File: src/rtl/cam_pkg.sv
// Shared sizes and types for the 32-entry CAM storage/search stage.
package cam_pkg;

  localparam int unsigned CAM_DATA_WIDTH = 32;
  localparam int unsigned CAM_ADDR_WIDTH = 5;
  localparam int unsigned CAM_DEPTH      = 32;

  typedef logic [CAM_DATA_WIDTH-1:0] cam_data_t;
  typedef logic [CAM_ADDR_WIDTH-1:0] cam_index_t;
  typedef logic [CAM_DEPTH-1:0]      cam_valid_t;

endpackage

File: src/rtl/cam_prio_enc.sv
// Lowest-index priority encoder: reports whether any request bit is set and the
// index of the lowest set bit (0 when none is set).
module cam_prio_enc #(
  parameter int unsigned DEPTH      = 32,
  parameter int unsigned ADDR_WIDTH = 5
) (
  input  logic [DEPTH-1:0]      req_i,
  output logic                  any_o,
  output logic [ADDR_WIDTH-1:0] index_o
);

  // Scan from the top down so the lowest set bit is the last one written.
  always_comb begin
    any_o   = |req_i;
    index_o = '0;
    for (int i = DEPTH - 1; i >= 0; i--) begin
      if (req_i[i]) begin
        index_o = ADDR_WIDTH'(i);
      end
    end
  end

endmodule

File: src/rtl/cam_array.sv
// CAM storage and search stage: indexed write/invalidate, associative search with
// a registered lowest-index hit, plus flat data/valid outputs for the downstream mux.
module cam_array
  import cam_pkg::*;
#(
  parameter int unsigned DATA_WIDTH = CAM_DATA_WIDTH,
  parameter int unsigned ADDR_WIDTH = CAM_ADDR_WIDTH,
  parameter int unsigned DEPTH      = CAM_DEPTH
) (
  input  logic                        clk_i,
  input  logic                        reset_n_i,
  input  logic                        write_i,
  input  logic [ADDR_WIDTH-1:0]       write_index_i,
  input  logic [DATA_WIDTH-1:0]       write_data_i,
  input  logic                        invalidate_i,
  input  logic [ADDR_WIDTH-1:0]       invalidate_index_i,
  input  logic                        search_i,
  input  logic [DATA_WIDTH-1:0]       search_data_i,
  output logic                        search_valid_o,
  output logic                        search_found_o,
  output logic [ADDR_WIDTH-1:0]       search_index_o,
  output logic [DEPTH*DATA_WIDTH-1:0] all_data_o,
  output logic [DEPTH-1:0]            read_valid_o,
  output logic                        full_o,
  output logic [ADDR_WIDTH-1:0]       free_index_o
);

  logic [DATA_WIDTH-1:0] r_data [DEPTH];
  logic [DEPTH-1:0]      r_valid;
  logic                  r_search_valid;
  logic                  r_search_found;
  logic [ADDR_WIDTH-1:0] r_search_index;

  logic [DEPTH-1:0]      w_hit;
  logic                  w_hit_any;
  logic [ADDR_WIDTH-1:0] w_hit_index;
  logic                  w_free_any;

  // Entry storage; the write is applied after the invalidate so it wins on the same index.
  always_ff @(posedge clk_i) begin
    if (!reset_n_i) begin
      r_valid <= '0;
      for (int k = 0; k < DEPTH; k++) begin
        r_data[k] <= '0;
      end
    end else begin
      if (invalidate_i) begin
        r_valid[invalidate_index_i] <= 1'b0;
      end
      if (write_i) begin
        r_valid[write_index_i] <= 1'b1;
        r_data[write_index_i]  <= write_data_i;
      end
    end
  end

  // Compare the key against pre-edge contents; invalid entries never match.
  always_comb begin
    w_hit = '0;
    for (int k = 0; k < DEPTH; k++) begin
      w_hit[k] = r_valid[k] && (r_data[k] == search_data_i);
    end
  end

  cam_prio_enc #(
    .DEPTH      (DEPTH),
    .ADDR_WIDTH (ADDR_WIDTH)
  ) u_hit_enc (
    .req_i   (w_hit),
    .any_o   (w_hit_any),
    .index_o (w_hit_index)
  );

  cam_prio_enc #(
    .DEPTH      (DEPTH),
    .ADDR_WIDTH (ADDR_WIDTH)
  ) u_free_enc (
    .req_i   (~r_valid),
    .any_o   (w_free_any),
    .index_o (free_index_o)
  );

  // Search result register: pulse per request, found/index held until the next search.
  always_ff @(posedge clk_i) begin
    if (!reset_n_i) begin
      r_search_valid <= 1'b0;
      r_search_found <= 1'b0;
      r_search_index <= '0;
    end else begin
      r_search_valid <= search_i;
      if (search_i) begin
        r_search_found <= w_hit_any;
        r_search_index <= w_hit_index;
      end
    end
  end

  // Flatten storage onto the bus consumed by the downstream mux.
  always_comb begin
    all_data_o = '0;
    for (int k = 0; k < DEPTH; k++) begin
      all_data_o[k*DATA_WIDTH +: DATA_WIDTH] = r_data[k];
    end
  end

  assign read_valid_o   = r_valid;
  assign full_o         = ~w_free_any;
  assign search_valid_o = r_search_valid;
  assign search_found_o = r_search_found;
  assign search_index_o = r_search_index;

endmodule

File: config.mk
export PLATFORM = sky130hd
export DESIGN_NAME = cam_array
export DESIGN_NICKNAME = d
export VERILOG_FILES = /design/src/rtl/cam_pkg.sv /design/src/rtl/cam_prio_enc.sv /design/src/rtl/cam_array.sv
export SDC_FILE = /design/constraint.sdc
export NUM_CORES = 2
export LEC_CHECK = 0
export CAP_MARGIN = 5
export CORE_AREA = 2 2 441 443
export CTS_CLUSTER_DIAMETER = 80
export DETAILED_ROUTE_END_ITERATION = 16
export DIE_AREA = 0 0 443 445
export GPL_TIMING_DRIVEN = 1
export PLACE_DENSITY = 0.48
export SYNTH_ARGS = -nofsm -noshare
export SYNTH_HDL_FRONTEND = slang
export SYNTH_HIERARCHICAL = 1
export SYNTH_SLANG_ARGS = --single-unit
File: constraint.sdc
create_clock -name clk_i -period 12.48 [get_ports clk_i]
set_input_delay 1.248 -clock clk_i [delete_from_list [all_inputs] [get_ports clk_i]]
set_output_delay 1.248 -clock clk_i [all_outputs]
set_load 0.02 [all_outputs]
After elaboration in Yosys (flattened, before gate mapping)
Memories as Yosys holds them, arrays and structs flattened.
Cells that the tools add are included.

cells by class
  magnitude comparators = 4
  equal/unequal tests = 32
  mux-type cells = 78
  bitwise operators = 5
  reduce and logical (&&, ||, !) cells = 37

operator list
  operator                                                                              count
  32-bit equality test                                                                  32
  5-bit two-way mux                                                                     65
  32-bit two-way mux                                                                    4
  32-bit OR reduction                                                                   3
  32-bit NOT                                                                            2
  1-bit logical AND                                                                     34
  32-bit AND                                                                            1
  32-bit bitwise OR                                                                     1
  5-bit by 6-bit less-than comparator with 1-bit output (second input constant)         2
  1-bit demux with 5-bit select                                                         2
  5-bit by 1-bit greater-or-equal comparator with 1-bit output (second input constant)  2
  1-bit two-way mux                                                                     7
  1-bit NOT                                                                             1

word-level totals
  register bits = 39
  RAM bits = 1,024
  logic and storage cells = 161
  memories kept = 1

memories
  name    depth  width  read ports  clocked after Yosys merged registers in  write ports  RTL line         RTL
  r_data  32     32     32          0                                        32           cam_array.sv:28  logic [DATA_WIDTH-1:0] r_data [DEPTH];

Longest topological paths before layout
  depth after elaboration = 34
  mapped depth = 13
  gate-level depth less buffers = 11

Hierarchy
The synthesis kept the hierarchy.

modules (own cells, without submodules)
  module        times used  cells each  area each (µm²)  sequential area each (µm²)
  cam_array     1           4,076       52,071.2         31,530.2
  cam_prio_enc  2           65          385.4            0.0

Least setup slack after synthesis
OpenSTA, ideal clock, no wires.

  path kind = input port to flip-flop
  start = input port reset_n_i
  end = memory r_data[25][0] (netlist name), enable pin
  setup time = 466 ps
  arrival time = 4,322 ps
  required time = 12,014 ps
  path slack = 7,692 ps
  stages = 5
  buffers on the path = 2
  path through = nand2_1 > or3_4 > buf_6 > clkbuf_1 > o21ai_0

RTL lines
  what         RTL line         RTL
  from (decl)  cam_array.sv:11  input logic reset_n_i,
  to (decl)    cam_array.sv:28

Worst setup path in the final report
  start = input port search_data_i[0]
  end = register r_search_index[1] (netlist: search_index_o[1])

RTL lines
  what                             RTL line            RTL
  from (decl)                      cam_array.sv:18     input logic [DATA_WIDTH-1:0] search_data_i,
  32-bit equality test             cam_array.sv:61     w_hit[k] = r_valid[k] && (r_data[k] == search_data_i);
  1-bit logical AND                cam_array.sv:61
  net w_hit[30]                    cam_array.sv:34     logic [DEPTH-1:0] w_hit;
  5-bit two-way mux (31 in a row)  cam_prio_enc.sv:17  if (req_i[i]) begin
  net w_hit_index[1]               cam_array.sv:36     logic [ADDR_WIDTH-1:0] w_hit_index;
  to (signal assigned)             cam_array.sv:93     r_search_index <= w_hit_index;
  to (decl)                        cam_array.sv:32     logic [ADDR_WIDTH-1:0] r_search_index;

The timed path passes the listed nets, and every way through them passes these cells.
A chain may end at the register's enable or synchronous reset.

==> results.ini <==
[run_status]
status = finished, final reports clean

[clock_tree]
cts_buffers = 135
cts-resized-gates = 0
post_cts_buffers = 0
h-tree-depth = 4
clockBufferDepth = 3
hold_buffers = 0
path_clk_slew_ns = 0.05
root_buffer = clkbuf_16
clkLatencyLatePin_ns = 0.80
cts.sinks = 1063
tritoncts = done

[final_layout]
area_growth_pct = 34.5
drive_gt1_share_pct = 8.16
multi_input_area_um2 = 19700
fin_util_pct = 37.0
fillCellCount = 18700
layout.area.seq_um2 = 31500
nets = 5291

[sta]
finClkSkew_ns = 0.0464
fin_tns_setup_ns = 0
hold_viol = 0
worstMarginPinSlew_ns = 1.27
rsz0062_at_grt = no
holdWs_ns = 0.520
setup_viol = 0
timing.fmax_ghz = 0.203
slew_viol_final = 0
max_slew_margin_pct = 14.5
fin_crit_ns = 4.94
timing.final.crit_share_pct = 39.6

[die]
core-area_um2 = 192000
die_x_um = 443
die-area_um2 = 197000
rows = 161
ios = 1148
start_util_pct = 27.5
die_h_um = 445

[power]
p_leak_nw = 25.9
power_density_nw_per_um2 = 138
vdd_drop_max_mv = 0.0890
power_mw = 9.81

[yosys]
yosysTopAreaCell = edfxtp_1
seq_area_frac_synth_pct = 59.7
ys_seq_elements = 1063
synth_mux_area_share_pct = 0.114
async_flop_share_pct = 0
synth.area.top_cells = edfxtp_1 58%, xor2_1 16%, and2_1 9.9%
synth-compound-area-share_pct = 1.61
synth_top_area_share_pct = 58.2
syn_nets = 4285
synth.most_common_cell = edfxtp_1
synth_cells = 4206
yosys-top-cells-count = 1024 x edfxtp_1, 974 x xor2_1, 835 x and2_1, 235 x nor4_1, 207 x clkbuf_1
yosysWarnings = 6
synth_ff_type = edfxtp_1
synth_fa_ha_area_share_pct = 0
syn_area_per_cell_um2 = 12.6
synth_xor_area_share_pct = 16.9
syn_area_um2 = 52800
synth_top_family_by_area = simple AND/OR/NAND/NOR gates
synth_edf_count = 1024
synthSimpleGateAreaFrac_pct = 18.3
ys_types = 55

[worst_setup_path]
cp-endpoint = search_index_o[1]$_SDFFE_PN0P_
crit_required_ns = 13.18
regToRegSetupSlack_ns = 8.52
worstSetupStartpointType = input pin
endpoint_kind = flop
crit_fanout = 17
startpoint = search_data_i[0]
r2r_cells = 11
crit_arrival_ns = 5.64
r2r_end = search_index_o[1]$_SDFFE_PN0P_
path_class = in -> reg
rr_startpoint = r_data[30][15]$_SDFFCE_PN0P_

[min_path]
holdCritStartpoint = search_index_o[4]$_SDFFE_PN0P_
hp-class = reg -> reg
hold_depth = 2

[grt]
grt_usage_pct = 31.6
grt_pass1_wl_um = 411000
antenna_found_initial = 60
grt_max_degree = 99
grt_pass1_vias = 40100
grt-ovfl-total = 0

[detailed_routing]
dr.pass1.iters = 5
wl_um = 323000
route.detailed.drc = 0
ant_nets = 0
wl_per_cell_um = 40.9
via_per_inst = 5.37
num_vias = 42400
drtIter0Drc = 6376

[placed_design]
hpwl_um = 223000
port_buffers = 1147
gp_congestion = 0.916

[flow_run]
cap_violations = 0

## per-stage QoR
| step | instances | area [µm²] | setup slack (ns) |
|---|---|---|---|
| detailed placement | 7599 | 66600 | 6.78 |
| CTS | 7840 | 70900 | 7.59 |
| finish | 7901 | 71100 | 7.54 |
| floorplan | 4206 | 52800 | 7.69 |
| global placement | 7599 | 66600 | 6.82 |
| global route | 7852 | 70900 | 7.43 |
## critical path: stages
cell and delay, ns:
buf_4 0.46, buf_4 0.57, xor2_1 0.14, nor4_1 0.33, nand4_1 0.24, nor3_1 0.60
nor2_1 0.16, o31ai_1 0.46, a211oi_1 0.16, o31ai_1 0.70, a21o_1 0.20, mux2i_1 0.06
nor2b_1 0.11
## cells by family (layout without fill, tap and decap cells)
group,after synthesis,count (layout)
compound gates,132,132
xor+xnor,1019,1019
buf+inv,420,1530
flops,1063,1063
mux,6,6
other cells,0,59
simple gates,1566,1566
## power breakdown
group	switching, mW	internal [mW]	total (mW)
clock network	1.67	2.27	3.94
logic	0.955	0.503	1.46
registers	0.304	4.11	4.41
total	2.93	6.88	9.81
## state kept, by name, summed over array words and instances, names as in the netlist
| signal | count |
|---|---|
| search_valid_o | 1 |
| search_index_o | 5 |
| read_valid_o | 32 |
| search_found_o | 1 |
| r_data | 1024 |
## worst min path at each step
stage | end
final | search_index_o[4]$_SDFFE_PN0P_
after global routing | search_found_o$_SDFFE_PN0P_
after CTS | search_index_o[4]$_SDFFE_PN0P_
after detailed placement | search_index_o[4]$_SDFFE_PN0P_
after global placement | search_index_o[4]$_SDFFE_PN0P_
after floorplan | read_valid_o[3]$_SDFF_PN0_
## cells in the final DEF, fill, tap and decap left out, types with 8 or more instances in the layout
| cell type | Yosys | layout |
|---|---|---|
| clkdlybuf4s50_1 | 0 | 1082 |
| edfxtp_1 | 1024 | 1024 |
| xor2_1 | 974 | 974 |
| and2_1 | 835 | 835 |
| nor4_1 | 235 | 235 |
| and3_1 | 193 | 192 |
| buf_4 | 9 | 149 |
| clkbuf_16 | 0 | 139 |
| nor3_1 | 73 | 70 |
| nand3_1 | 68 | 68 |
| diode_2 | 0 | 59 |
| inv_1 | 50 | 50 |
| xnor2_1 | 45 | 45 |
| dfxtp_1 | 39 | 39 |
| nand4_1 | 37 | 37 |
| nor2_1 | 31 | 26 |
| clkbuf_1 | 207 | 26 |
| nand2_1 | 24 | 24 |
| clkinv_2 | 0 | 24 |
| clkinv_1 | 0 | 24 |
| o21ai_0 | 53 | 23 |
| o21ai_2 | 0 | 20 |
| o211ai_1 | 20 | 20 |
| nor2_4 | 16 | 19 |
| a21oi_1 | 15 | 15 |
| bufinv_16 | 0 | 11 |
| o21ai_4 | 0 | 10 |
| nor2b_1 | 9 | 9 |
| a31o_2 | 9 | 9 |
| o31ai_1 | 8 | 8 |
## area by class of cell
type / instances / area share [%]
flip-flops and latches: 1063 / 44.4
multi-input cells: 2723 / 27.8
repair buffers: 1238 / 16.9
clock buffers: 165 / 5.03
well taps: 2526 / 4.45
clock inverters: 76 / 1.01
inverters: 51 / 0.269
diodes: 59 / 0.208
## routing by layer
metal	wire length [µm]	up-vias	GRT usage, %
met5	103	-	0
met4	22800	16	20.0
met3	28700	759	6.36
met2	152000	3307	51.5
met1	119000	21600	38.2
li1	-	16700	-
No activity file was read; power rests on OpenSTA's default activity.
